`config.mk`:
```
export PLATFORM = sky130hd
export DESIGN_NAME = lvds_link_trainer_flat
export DESIGN_NICKNAME = d
export VERILOG_FILES = /design/src/rtl/lvds_link_trainer_if.sv /design/src/rtl/lvds_link_trainer.sv /design/src/flat_wrapper.sv
export SDC_FILE = /design/constraint.sdc
export NUM_CORES = 1
export LEC_CHECK = 0
export BUFFER_PORTS_ARGS = -buffer_cell sky130_fd_sc_hd__buf_2
export CAP_MARGIN = 10
export CORE_MARGIN = 2
export CORE_UTILIZATION = 40
export DETAILED_ROUTE_END_ITERATION = 10
export SYNTH_ARGS = -nofsm -noshare
export SYNTH_HDL_FRONTEND = slang
export SYNTH_SLANG_ARGS = --single-unit
```
`constraint.sdc`:
```
create_clock -name i_clk -period 2.3 [get_ports i_clk]
set_input_delay 0.115 -clock i_clk [delete_from_list [all_inputs] [get_ports i_clk]]
set_output_delay 0.115 -clock i_clk [all_outputs]
set_load 0.01 [all_outputs]
```
`src/rtl/lvds_link_trainer_if.sv`:
```
// Link-trainer signal bundle between the NoC/bridge side and lvds_link_trainer.
// The trainer connects through the slave modport; the driving environment uses master.
interface lvds_link_trainer_if #(
  parameter int unsigned CNT_WIDTH = 8
);
  logic                 i_sync_complete;
  logic                 o_sync_generate;
  logic                 o_link_up;
  logic                 i_tx_req;
  logic                 o_tx_start;
  logic                 i_tx_done;
  logic                 o_tx_ack;
  logic                 o_tx_abort;
  logic [CNT_WIDTH-1:0] o_retrain_cnt;
  logic                 o_timeout;

  modport slave (
    input  i_sync_complete,
    input  i_tx_req,
    input  i_tx_done,
    output o_sync_generate,
    output o_link_up,
    output o_tx_start,
    output o_tx_ack,
    output o_tx_abort,
    output o_retrain_cnt,
    output o_timeout
  );

  modport master (
    output i_sync_complete,
    output i_tx_req,
    output i_tx_done,
    input  o_sync_generate,
    input  o_link_up,
    input  o_tx_start,
    input  o_tx_ack,
    input  o_tx_abort,
    input  o_retrain_cnt,
    input  o_timeout
  );
endinterface

```
`src/rtl/lvds_link_trainer.sv`:
```
// LVDS link bring-up sequencer and tx start gating. Optional TRAIN timeout is enabled by
// defining LINK_TRAINER_TIMEOUT_EN; without it TRAIN waits indefinitely and o_timeout is 0.
module lvds_link_trainer #(
  parameter int unsigned STARTUP_CYCLES = 64,
  parameter int unsigned HOLD_CYCLES    = 256,
  parameter int unsigned TIMEOUT_CYCLES = 65536,
  parameter int unsigned SYNC_STAGES    = 2,
  parameter int unsigned CNT_WIDTH      = 8
) (
  input logic               i_clk,
  input logic               i_rst,
  lvds_link_trainer_if.slave link_io
);

  localparam int unsigned WaitW = $clog2(STARTUP_CYCLES + 1);
  localparam int unsigned HoldW = $clog2(HOLD_CYCLES + 1);

  typedef enum logic [1:0] {StWait, StTrain, StHold, StUp} state_e;

  state_e               state_q, state_d;
  logic [SYNC_STAGES-1:0] sync_q;
  logic                 sync_s;
  logic [WaitW-1:0]     wait_cnt_q, wait_cnt_d;
  logic [HoldW-1:0]     hold_cnt_q, hold_cnt_d;
  logic                 busy_q, busy_d;
  logic [CNT_WIDTH-1:0] retrain_q, retrain_d;
  logic                 ack_q, ack_d;
  logic                 abort_q, abort_d;
  logic                 link_up_q, sync_gen_q;
  logic                 tx_start;

`ifdef LINK_TRAINER_TIMEOUT_EN
  localparam int unsigned ToW = $clog2(TIMEOUT_CYCLES + 1);
  logic [ToW-1:0] to_cnt_q, to_cnt_d;
  logic           timeout_q, timeout_d;
`endif

  assign sync_s = sync_q[SYNC_STAGES-1];

  always_comb begin
    state_d    = state_q;
    wait_cnt_d = wait_cnt_q;
    hold_cnt_d = hold_cnt_q;
    busy_d     = busy_q;
    retrain_d  = retrain_q;
    ack_d      = 1'b0;
    abort_d    = 1'b0;
    tx_start   = 1'b0;
`ifdef LINK_TRAINER_TIMEOUT_EN
    to_cnt_d   = to_cnt_q;
    timeout_d  = 1'b0;
`endif
    unique case (state_q)
      StWait: begin
        if (wait_cnt_q == WaitW'(STARTUP_CYCLES - 1)) begin
          state_d = StTrain;
`ifdef LINK_TRAINER_TIMEOUT_EN
          to_cnt_d = '0;
`endif
        end else begin
          wait_cnt_d = wait_cnt_q + WaitW'(1);
        end
      end
      StTrain: begin
        if (sync_s) begin
          state_d    = StHold;
          hold_cnt_d = '0;
        end
`ifdef LINK_TRAINER_TIMEOUT_EN
        else if (to_cnt_q == ToW'(TIMEOUT_CYCLES - 1)) begin
          state_d    = StWait;
          wait_cnt_d = '0;
          timeout_d  = 1'b1;
        end else begin
          to_cnt_d = to_cnt_q + ToW'(1);
        end
`endif
      end
      StHold: begin
        // Partner lock is only trusted once sync_s stays high for the whole hold window
        if (!sync_s) begin
          state_d = StTrain;
`ifdef LINK_TRAINER_TIMEOUT_EN
          to_cnt_d = '0;
`endif
        end else if (hold_cnt_q == HoldW'(HOLD_CYCLES - 1)) begin
          state_d = StUp;
        end else begin
          hold_cnt_d = hold_cnt_q + HoldW'(1);
        end
      end
      StUp: begin
        if (!sync_s) begin
          // Loss of sync beats a coincident tx_done: the transfer is reported as aborted
          state_d = StTrain;
          busy_d  = 1'b0;
          abort_d = busy_q;
          if (retrain_q != '1) retrain_d = retrain_q + CNT_WIDTH'(1);
`ifdef LINK_TRAINER_TIMEOUT_EN
          to_cnt_d = '0;
`endif
        end else if (busy_q) begin
          if (link_io.i_tx_done) begin
            ack_d  = 1'b1;
            busy_d = 1'b0;
          end
        end else if (link_io.i_tx_req) begin
          tx_start = 1'b1;
          busy_d   = 1'b1;
        end
      end
      default: state_d = StWait;
    endcase
  end

  always_ff @(posedge i_clk or posedge i_rst) begin
    if (i_rst) begin
      state_q    <= StWait;
      sync_q     <= '0;
      wait_cnt_q <= '0;
      hold_cnt_q <= '0;
      busy_q     <= 1'b0;
      retrain_q  <= '0;
      ack_q      <= 1'b0;
      abort_q    <= 1'b0;
      link_up_q  <= 1'b0;
      sync_gen_q <= 1'b1;
    end else begin
      state_q    <= state_d;
      sync_q     <= {sync_q[SYNC_STAGES-2:0], link_io.i_sync_complete};
      wait_cnt_q <= wait_cnt_d;
      hold_cnt_q <= hold_cnt_d;
      busy_q     <= busy_d;
      retrain_q  <= retrain_d;
      ack_q      <= ack_d;
      abort_q    <= abort_d;
      link_up_q  <= (state_d == StUp);
      sync_gen_q <= (state_d != StUp);
    end
  end

`ifdef LINK_TRAINER_TIMEOUT_EN
  always_ff @(posedge i_clk or posedge i_rst) begin
    if (i_rst) begin
      to_cnt_q  <= '0;
      timeout_q <= 1'b0;
    end else begin
      to_cnt_q  <= to_cnt_d;
      timeout_q <= timeout_d;
    end
  end

  assign link_io.o_timeout = timeout_q;
`else
  assign link_io.o_timeout = 1'b0;
`endif

  assign link_io.o_sync_generate = sync_gen_q;
  assign link_io.o_link_up       = link_up_q;
  assign link_io.o_tx_start      = tx_start;
  assign link_io.o_tx_ack        = ack_q;
  assign link_io.o_tx_abort      = abort_q;
  assign link_io.o_retrain_cnt   = retrain_q;

endmodule

```
`src/flat_wrapper.sv`:
```
// flat-port wrapper written by rule: the top's interface ports become plain ports
module lvds_link_trainer_flat 
#(
  parameter int unsigned STARTUP_CYCLES = 64,
  parameter int unsigned HOLD_CYCLES    = 256,
  parameter int unsigned TIMEOUT_CYCLES = 65536,
  parameter int unsigned SYNC_STAGES    = 2,
  parameter int unsigned CNT_WIDTH      = 8
)
  (i_clk, i_rst, link_io_i_sync_complete, link_io_i_tx_req, link_io_i_tx_done, link_io_o_sync_generate, link_io_o_link_up, link_io_o_tx_start, link_io_o_tx_ack, link_io_o_tx_abort, link_io_o_retrain_cnt, link_io_o_timeout);
  lvds_link_trainer_if #(.CNT_WIDTH(CNT_WIDTH)) link_io_i ();
  input logic i_clk;
  input logic i_rst;
  input wire logic [$bits(link_io_i.i_sync_complete)-1:0] link_io_i_sync_complete;
  input wire logic [$bits(link_io_i.i_tx_req)-1:0] link_io_i_tx_req;
  input wire logic [$bits(link_io_i.i_tx_done)-1:0] link_io_i_tx_done;
  output wire logic [$bits(link_io_i.o_sync_generate)-1:0] link_io_o_sync_generate;
  output wire logic [$bits(link_io_i.o_link_up)-1:0] link_io_o_link_up;
  output wire logic [$bits(link_io_i.o_tx_start)-1:0] link_io_o_tx_start;
  output wire logic [$bits(link_io_i.o_tx_ack)-1:0] link_io_o_tx_ack;
  output wire logic [$bits(link_io_i.o_tx_abort)-1:0] link_io_o_tx_abort;
  output wire logic [$bits(link_io_i.o_retrain_cnt)-1:0] link_io_o_retrain_cnt;
  output wire logic [$bits(link_io_i.o_timeout)-1:0] link_io_o_timeout;
  assign link_io_i.i_sync_complete = link_io_i_sync_complete;
  assign link_io_i.i_tx_req = link_io_i_tx_req;
  assign link_io_i.i_tx_done = link_io_i_tx_done;
  assign link_io_o_sync_generate = link_io_i.o_sync_generate;
  assign link_io_o_link_up = link_io_i.o_link_up;
  assign link_io_o_tx_start = link_io_i.o_tx_start;
  assign link_io_o_tx_ack = link_io_i.o_tx_ack;
  assign link_io_o_tx_abort = link_io_i.o_tx_abort;
  assign link_io_o_retrain_cnt = link_io_i.o_retrain_cnt;
  assign link_io_o_timeout = link_io_i.o_timeout;
  lvds_link_trainer #(.STARTUP_CYCLES(STARTUP_CYCLES), .HOLD_CYCLES(HOLD_CYCLES), .TIMEOUT_CYCLES(TIMEOUT_CYCLES), .SYNC_STAGES(SYNC_STAGES), .CNT_WIDTH(CNT_WIDTH)) u_core (.i_clk(i_clk), .i_rst(i_rst), .link_io(link_io_i));
endmodule
```
---- After elaboration in Yosys (flattened, before gate mapping) ----
Cells that the tools add are included.
word-level totals
  word-level logic and storage cells ...... 54
  register bits ........................... 33
  output and inout port bits .............. 14
cells by class
  add/sub/neg operators ................... 3
  bitwise logic cells ..................... 2
  muxes and demuxes ....................... 23
  reductions and logical operators ........ 5
  equality and inequality tests ........... 11
operators with widths
  kind                                                   count
  two-way mux 9 bit                                      3
  one-hot mux 9 bit (2 select lines)                     1
  two-way mux 1 bit                                      13
  two-way mux 2 bit                                      5
  adder 9 x 1 -> 9 bit, second input constant            1
  == test 9 x 8 -> 1 bit, second input constant          1
  adder 8 x 1 -> 8 bit, second input constant            1
  inequality test 8 bit, second input constant           1
  one-hot mux 2 bit (4 select lines)                     1
  adder 7 x 1 -> 7 bit, second input constant            1
  == test 7 x 6 -> 1 bit, second input constant          1
  == test 2 bit, second input constant                   3
  inequality test 2 x 1 -> 1 bit, second input constant  2
  inequality test 2 bit, second input constant           2
  AND reduction 4 bit                                    1
  AND reduction 3 bit                                    1
  == test 2 x 1 -> 1 bit, second input constant          1
  logical NOT 2 bit                                      1
  inverter 1 bit                                         2
  AND reduction 2 bit                                    1
  nonzero test 2 bit                                     1

---- Longest topological paths before layout ----
Gate-level depths: netlist of the first run.
  depth in word-level cells ............... 5
  depth in mapped cells ................... 7
  gate-level depth less buffers ........... 7

---- Worst setup path after synthesis of the first run ----
Ideal clock, no wire load.
  path kind ............................... reg-to-reg
  start ................................... register u_core.hold_cnt_q[0]
  end ..................................... register u_core.hold_cnt_q[6]
  stages on the path, launching flop included .. 8
  slack ................................... 0.327 ns
  arrival time ............................ 1.896 ns
  required time ........................... 2.223 ns
  library setup time ...................... 0.077 ns
  cells stage by stage .................... dfrtp_1 -> ha_1 -> and4_1 -> ha_1 -> and4bb_4 -> o211ai_2 -> or3_1 -> a21oi_1
on the way
  cells in the longest elaborated chain, start to end .. 4
RTL lines
  element                             RTL line                  source
  from (decl)                         lvds_link_trainer.sv:24   logic [HoldW-1:0] hold_cnt_q, hold_cnt_d;
  from (signal assigned)              lvds_link_trainer.sv:132  hold_cnt_q <= hold_cnt_d;
  adder 9 x 1 -> 9 bit                lvds_link_trainer.sv:89   hold_cnt_d = hold_cnt_q + HoldW'(1);
  two-way mux 9 bit                   lvds_link_trainer.sv:86   end else if (hold_cnt_q == HoldW'(HOLD_CYCLES - 1)) begin
  two-way mux 9 bit                   lvds_link_trainer.sv:81   if (!sync_s) begin
  one-hot mux 9 bit (2 select lines)  lvds_link_trainer.sv:53   unique case (state_q)
Several ways; a longest one is shown, not always the timed one. The select of a mux whose other input is x is not followed.
A chain may end at the register's enable or synchronous reset.

---- Worst setup path after layout of the first run ----
  start ................................... register u_core.hold_cnt_q[0]
  end ..................................... register u_core.hold_cnt_q[5]
The elaborated chain is that of the path after synthesis.

==> summary.md, run 1 <==
| Metric | Value |
|---|---|
| Worst Skew | `approximately 0.0072 ns` |
| R2R Path End | `u_core.hold_cnt_q[5]` |
| Setup Crit Path Kind | `flip-flop to flip-flop` |
| Antenna cells | `0` |
| Cell count of the worst reg-to-reg path | `7` |
| Top FF cell, synth | `dfrtp_1` |
| # resized after CTS | `0` |
| Vias | `1142` |
| I/O Pins | `19` |
| Top post-synthesis cells by area | `dfrtp_1 50%, xor2_1 4.4%, nor2_1 3.3%` |
| Leakage | `~0.87 nW` |
| Fraction of layout instances using a drive strength above 1 | `about 19%` |
| Synth cell count leaders | `32 x dfrtp_1, 14 x nor2_1, 13 x nand2_1, 8 x xor2_1` |
| CP required | `approximately 2.5 ns` |
| Final period util | `about 90%` |
| Initial DRC count | `52` |
| Worst path slowest cell | `dfrtp_1` |
| Post-Layout Cell Count | `roughly 220` |
| Sink Count | `33` |
| Cell variety after synth | `39` |
| Clock Path Buffers | `2` |
| CP Cell Sequence | `ha_1 > and4_1 > ha_1 > and4bb_4 > o21ai_2 > or3_1 > a21oi_1` |
| Overall routed net length | `around 2.7 mm` |
| Initial antenna violation count | `0` |
| Maxcap violations | `0` |
| P per Cell Area | `about 570 nW/um^2` |
| Remaining Overflow, GRT | `0` |
| GP Congestion | `0.840` |
| CP top delay family | `simple AND/OR/NAND/NOR gates` |
| Cell area after synthesis | `1600 um^2` |
| Buf+Inv Stages, Crit Path | `0` |
| Post-route DRC violation count | `0` |
| CP max stage delay | `0.43 ns` |
| Fin. Hold Viols | `0` |
| IO buf count | `17` |
| Largest area contributor in the netlist | `dfrtp_1` |
| Synth Area per Inst | `approximately 11 um^2` |
| Worst skew pair latency | `around 0.28 ns` |
| Hold Path End | `u_core.link_io.o_tx_ack` |
| Yosys Warn Count | `0` |
| Flop2flop setup slack | `around 0.17 ns` |
| Starting density of the core | `a little over two fifths` |
| Fin crit period | `approximately 2.1 ns` |
| Post-synth EDFFs | `0` |
| Syn nets | `157` |
| Unrepaired setup endpoints after global routing | `false` |
| Peak supply drop | `about 0.48 mV` |
| Most frequent cell after synthesis | `dfrtp_1` |
| TritonCTS clock tree | `yes` |
| NumNets Final | `approximately 180` |
| DR WL/cell | `between 10 and 15 um` |
| TritonRoute pass-1 iters | `4` |
| Hpwl dp | `1.93 mm` |
| Root buffer cell | `clkbuf_8` |
| Largest net degree at the start of global routing | `34` |
| Status | `completed` |
| Post-route ant nets | `0` |
| Fin. max-slew vios | `0` |
| FFs w/ async S/R, synth | `100%` |
| # rows | `22` |
| Top cell type's share of synthesized area | `50.2%` |
| Gate Count Post-Synth | `between 100 and 150` |
| H-tree depth | `2` |
| Die Wd | `between 60 and 70 um` |
| Worst setup EP type | `flip-flop` |
| GRT Resource Usage Total | `14.1%` |
| Clock Pin Slew Worst Setup and Hold Paths | `roughly 0.07 ns` |
| Die area | `4510 um^2` |
| Register area share after synthesis | `51.8%` |
| Fmax | `0.470 GHz` |
| Critical path peak fanout | `6` |
| Setup tns final | `0 ns` |
| Final Setup Violations | `0` |
| Worst r2r src | `u_core.hold_cnt_q[0]` |
| Inst Count DP | `between 200 and 250` |
| Core region area | `~3700 um^2` |
| Yosys reg bits | `33` |
| Number of CTS-inserted buffers | `5` |
| Vias/cell | `roughly 5.2` |
| Global-route wire length before repair | `roughly 4.7 mm` |
| HP Start | `link_io_i_tx_done` |
| Crit path DAT | `around 2.3 ns` |
| Die Ht | `67.2 um` |
| Hold Path Stages | `3` |
| Most Frequent Cell on Critical Path | `ha_1` |
| Vias in the first global route | `~1100` |
| Syn-to-layout area delta | `13.4%` |
| Startpoint types | `flip-flop` |
| Worst Hold Class | `primary input to flip-flop` |
-- flip-flops by register name (all words and copies together), names as in the netlist --
| signal | cells |
|---|---|
| u_core.state_q | 2 |
| u_core.wait_cnt_q | 7 |
| u_core.busy_q | 1 |
| u_core.sync_q | 2 |
| u_core.link_io.o_tx_abort | 1 |
| u_core.link_io.o_link_up | 1 |
| u_core.link_io.o_tx_ack | 1 |
| u_core.hold_cnt_q | 9 |
| u_core.link_io.o_retrain_cnt | 8 |
| u_core.link_io.o_sync_generate | 1 |
-- per-stage QoR --
stage	hold WS [ns]	power, mW	instance area [um^2]	setup slack [ns]	utilization (%)
2_1_floorplan	0.146	0.611	1600	0.327	-
3_3_place_gp	0.220	0.617	1700	0.272	45.5
3_5_place_dp	0.224	0.618	1700	0.193	45.5
4_1_cts	0.0584	1.05	1810	0.200	48.3
5_1_grt	0.0864	1.08	1810	0.0696	48.3
6_report	0.0605	1.04	1810	0.173	48.3
-- layer usage --
layer,vias up,routed length (um),global-route usage (%)
li1,569,-,-
met1,542,1240,16.5
met2,25,1280,23.3
met3,6,132,4.17
met4,0,46,7.40
met5,-,0,0
-- layout by cell type, fill, tap and decap left out, drive strengths merged, types with 2 or more instances in the layout --
master | netlist | layout
and4 | 3 | 3
and2 | 3 | 3
nand2b | 2 | 2
o211ai | 2 | 2
clkbuf | 0 | 7
xnor2 | 2 | 2
a21oi | 7 | 7
or3 | 2 | 2
buf | 5 | 18
nor3 | 2 | 2
xor2 | 8 | 8
and3b | 2 | 2
dfrtp | 32 | 32
a22o | 3 | 3
nand2 | 13 | 13
mux2 | 4 | 4
dlygate4sd3 | 0 | 2
inv | 4 | 4
nor2 | 15 | 15
o21ai | 13 | 13
nand3 | 6 | 6
nand4 | 3 | 3
ha | 4 | 4
-- worst max path at each step --
stage                              start              endpoint  slack [ns]  cells past startpoint
detailed placement  u_core.hold_cnt_q[0]  u_core.hold_cnt_q[6]        0.19                      7
global route        u_core.hold_cnt_q[0]  u_core.hold_cnt_q[6]        0.07                      7
floorplan           u_core.hold_cnt_q[0]  u_core.hold_cnt_q[6]        0.33                      7
finish              u_core.hold_cnt_q[0]  u_core.hold_cnt_q[5]        0.17                      7
global placement    u_core.hold_cnt_q[0]  u_core.hold_cnt_q[6]        0.27                      7
CTS                 u_core.hold_cnt_q[0]  u_core.hold_cnt_q[5]        0.20                      7
-- final cells by class --
type	count	area, um^2
Clock buffer	7	86.3
Fill cell	366	1930
Inverter	4	15.0
Multi-Input combinational cell	106	708
Sequential cell	33	827
Tap cell	48	60.1
Timing Repair Buffer	20	113
-- logic make-up after synthesis --
family / Yosys count / synth area share (%)
multiplexers: 5 / 3.45
AND/OR/NAND/NOR: 56 / 18.9
AO/OA/AOI/OAI: 30 / 13.2
other: 1 / 0.235
adder cells (fa/ha/maj): 4 / 3.14
flip-flops: 33 / 51.8
XOR/XNOR: 10 / 5.49
buffers and inverters: 9 / 3.76
-- worst reg2reg max path, stage by stage, from the launching register on --
cell,delay [ns]
dfrtp_1,0.43
ha_1,0.28
and4_1,0.20
ha_1,0.20
and4bb_4,0.41
o21ai_2,0.09
or3_1,0.31
a21oi_1,0.15
-- power breakdown --
group | leakage, nW | switching, mW | total [mW] | internal (mW)
registers | 0.436 | 0.00332 | 0.587 | 0.583
clock network | 0.0443 | 0.190 | 0.427 | 0.237
logic | 0.385 | 0.0145 | 0.0222 | 0.00765
total | 0.866 | 0.207 | 1.04 | 0.828
-- timing repair --
item                                   CTS  global route
hold buffers                             2             0
endpoints found under the hold margin   33             0
buffers inserted                         0             0
(Power assumes the default switching activity.)
==> inputs of run 2 (changes only) <==
--- a/config.mk
+++ b/config.mk
@@ -5,6 +5,7 @@
 export SDC_FILE = /design/constraint.sdc
 export NUM_CORES = 1
 export LEC_CHECK = 0
+export ABC_AREA = 1
 export BUFFER_PORTS_ARGS = -buffer_cell sky130_fd_sc_hd__buf_2
 export CAP_MARGIN = 10
 export CORE_MARGIN = 2
==> summary.md, run 2 <==
| Metric | Value |
|---|---|
| Register area share after synthesis | `about half` |
| Post-route DRC violation count | `0` |
| Worst slew pin tran | `between 0.5 and 0.6 ns` |
| Antenna cells | `0` |
| Hpwl dp | `about 2.2 mm` |
| Setup Crit Path Kind | `flip-flop to flip-flop` |
| Fin. max-slew vios | `0` |
| Main combinational cell family by area after synthesis | `simple AND/OR/NAND/NOR gates` |
| Flop2flop setup slack | `0.44 ns` |
| GP Congestion | `0.830` |
| Largest net degree at the start of global routing | `15` |
| Worst Skew | `~0.0053 ns` |
| Root buffer cell | `clkbuf_8` |
| Most frequent cell after synthesis | `nand2_1` |
| Setup tns final | `0 ns` |
| Top post-synthesis cells by area | `dfrtp_1 47%, nand2_1 15%, inv_1 6.0%` |
| Die Wd | `between 60 and 70 um` |
| Clock Pin Slew Worst Setup and Hold Paths | `about 0.07 ns` |
| Worst skew pair latency | `slightly below 0.3 ns` |
| IO buf count | `17` |
| NumNets Final | `around 240` |
| M3 GR Usage | `around 4.7%` |
| Total chip power | `~1 mW` |
| Synth cell count leaders | `66 x nand2_1, 32 x dfrtp_1, 27 x inv_1, 16 x nand3_1, 12 x nor2_1` |
| Number of CTS-inserted buffers | `5` |
| GRT Resource Usage Total | `14.9%` |
| Initial antenna violation count | `0` |
| Leakage | `between 0.9 and 1 nW` |
| Final period util | `between 80% and 90%` |
| Maxcap violations | `0` |
| # rows | `23` |
| Top cell type's share of synthesized area | `roughly 47%` |
| Remaining Overflow, GRT | `0` |
| Sink Count | `33` |
| Vias/cell | `around 4.5` |
| Syn-to-layout area delta | `14.8%` |
| Fin crit period | `about 1.9 ns` |
| Global-route wire length before repair | `about 5.1 mm` |
| Simple-gate share of the synthesized area | `between 30% and 40%` |
| Core region area | `between 4000 and 5000 um^2` |
| Worst setup EP type | `flip-flop` |
| Syn nets | `216` |
| Compound-gate portion of the synthesized area | `under 10%` |
| Critical path peak fanout | `11` |
| Cell variety after synth | `28` |
| Fraction of layout instances using a drive strength above 1 | `18.4%` |
| CP required | `approximately 2.5 ns` |
| Status | `completed` |
| Initial DRC count | `around 140` |
| Yosys reg bits | `33` |
| Die area | `around 4800 um^2` |
| Crit path DAT | `2.04 ns` |
| DR WL/cell | `~10 um` |
| Clock Path Buffers | `2` |
| TritonRoute pass-1 iters | `4` |
| Top reg by flops | `u_core.hold_cnt_q` |
| GRT met1 Usage | `20.4%` |
| Post-synth EDFFs | `0` |
| Vias in the first global route | `~1100` |
| Grt peak-use layer | `met2` |
| Cell area after synthesis | `1690 um^2` |
| # resized after CTS | `0` |
| Largest area contributor in the netlist | `dfrtp_1` |
| GRT met2 Usage | `21.0%` |
| Unrepaired setup endpoints after global routing | `false` |
| Fin. Hold Viols | `0` |
| Worst slew margin | `64.2%` |
| H-tree depth | `2` |
| Post-Synth XOR/XNOR Area | `slightly above 4%` |
| P per Cell Area | `between 500 and 600 nW/um^2` |
| TritonCTS clock tree | `yes` |
| Yosys Warn Count | `0` |
| Commonest non-fill, non-tap cell in the layout | `nand2_1` |
| Final Setup Violations | `0` |
| Post-route ant nets | `0` |
| Worst Hold Class | `primary input to flip-flop` |
| Post-Synth Adder-Cell Area | `2.97%` |
| FFs w/ async S/R, synth | `100%` |
| Commonest non-fill, non-tap cells in the layout | `66 x nand2_1, 32 x dfrtp_1, 27 x inv_1` |
| Fmax | `0.536 GHz` |
| Overall routed net length | `slightly below 3 mm` |
| Gate Count Post-Synth | `roughly 210` |
| Post-synthesis mux area share | `0%` |
| Max reg flops | `9` |
| Starting density of the core | `41.9%` |
| Top FF cell, synth | `dfrtp_1` |
| Startpoint types | `flip-flop` |
| I/O Pins | `19` |
| Peak supply drop | `about 0.36 mV` |
| Die Ht | `just under 70 um` |
| Synth Area per Inst | `~8.1 um^2` |
| Vias | `around 1300` |
run 2: final cells by class:
type,count,area (um^2)
Clock buffer,5,68.8
Clock inverter,3,17.5
Fill cell,387,2090
Inverter,29,109
Multi-Input combinational cell,143,732
Sequential cell,33,827
Tap cell,50,62.6
Timing Repair Buffer,21,120
run 2: critical path: stages (launching register included):
cell and delay, ns:
dfrtp_1 0.43, ha_1 0.29, nand4_1 0.14, nor3_1 0.07, ha_1 0.19, nand2_2 0.08
nand2_2 0.06, nor2_4 0.21, inv_2 0.15, nand2_1 0.10, o21ai_2 0.05
run 2: timing repair:
action | 4_1_cts | 5_1_grt
hold buffers | 2 | 0
hold endpoints to repair | 13 | 0
setup buffers | 0 | 0
run 2: worst paths after layout:
path / start / to / depth (start not counted)
max: u_core.hold_cnt_q[0] / u_core.hold_cnt_q[4] / 10
min reg2reg: u_core.sync_q[0] / u_core.sync_q[1] / 0
max in group asynchronous: i_rst / u_core.link_io.o_sync_generate / 4
max reg2reg: u_core.hold_cnt_q[0] / u_core.hold_cnt_q[4] / 10
min in group asynchronous: i_rst / u_core.link_io.o_retrain_cnt[1] / 3
min: link_io_i_tx_done / u_core.link_io.o_tx_ack / 3
run 2: report_power, final:
group | internal, mW | switching (mW) | total (mW) | leakage [nW]
sequential | 0.583 | 0.00282 | 0.586 | 0.436
combinational | 0.00864 | 0.0161 | 0.0248 | 0.489
clock | 0.208 | 0.210 | 0.418 | 0.0439
total | 0.800 | 0.229 | 1.03 | 0.969
run 2: cells by family (layout without fill, tap and decap cells):
group	Yosys count	after routing
buffers and inverters	31	58
AO/OA/AOI/OAI	13	13
other	1	1
adder cells (fa/ha/maj)	4	4
flip-flops	33	33
AND/OR/NAND/NOR	117	117
XOR/XNOR	8	8
run 2: layer usage:
metal  up-vias  wire length (um)
met4         0                61
li1        704                 -
met3         5               101
met5         -                 0
met1       570              1530
met2        13              1270
run 2: per-stage QoR:
step                      std cells  util (%)  setup slack, ns  instance area, um^2  hold slack (ns)
after detailed placement        274      45.4            0.457                 1830            0.174
after floorplan                 207         -            0.583                 1690            0.146
after global routing            284      48.1            0.252                 1940            0.105
after global placement          274      45.4            0.505                 1830            0.178
final                           284      48.1            0.436                 1940            0.104
after CTS                       284      48.1            0.442                 1940           0.0910
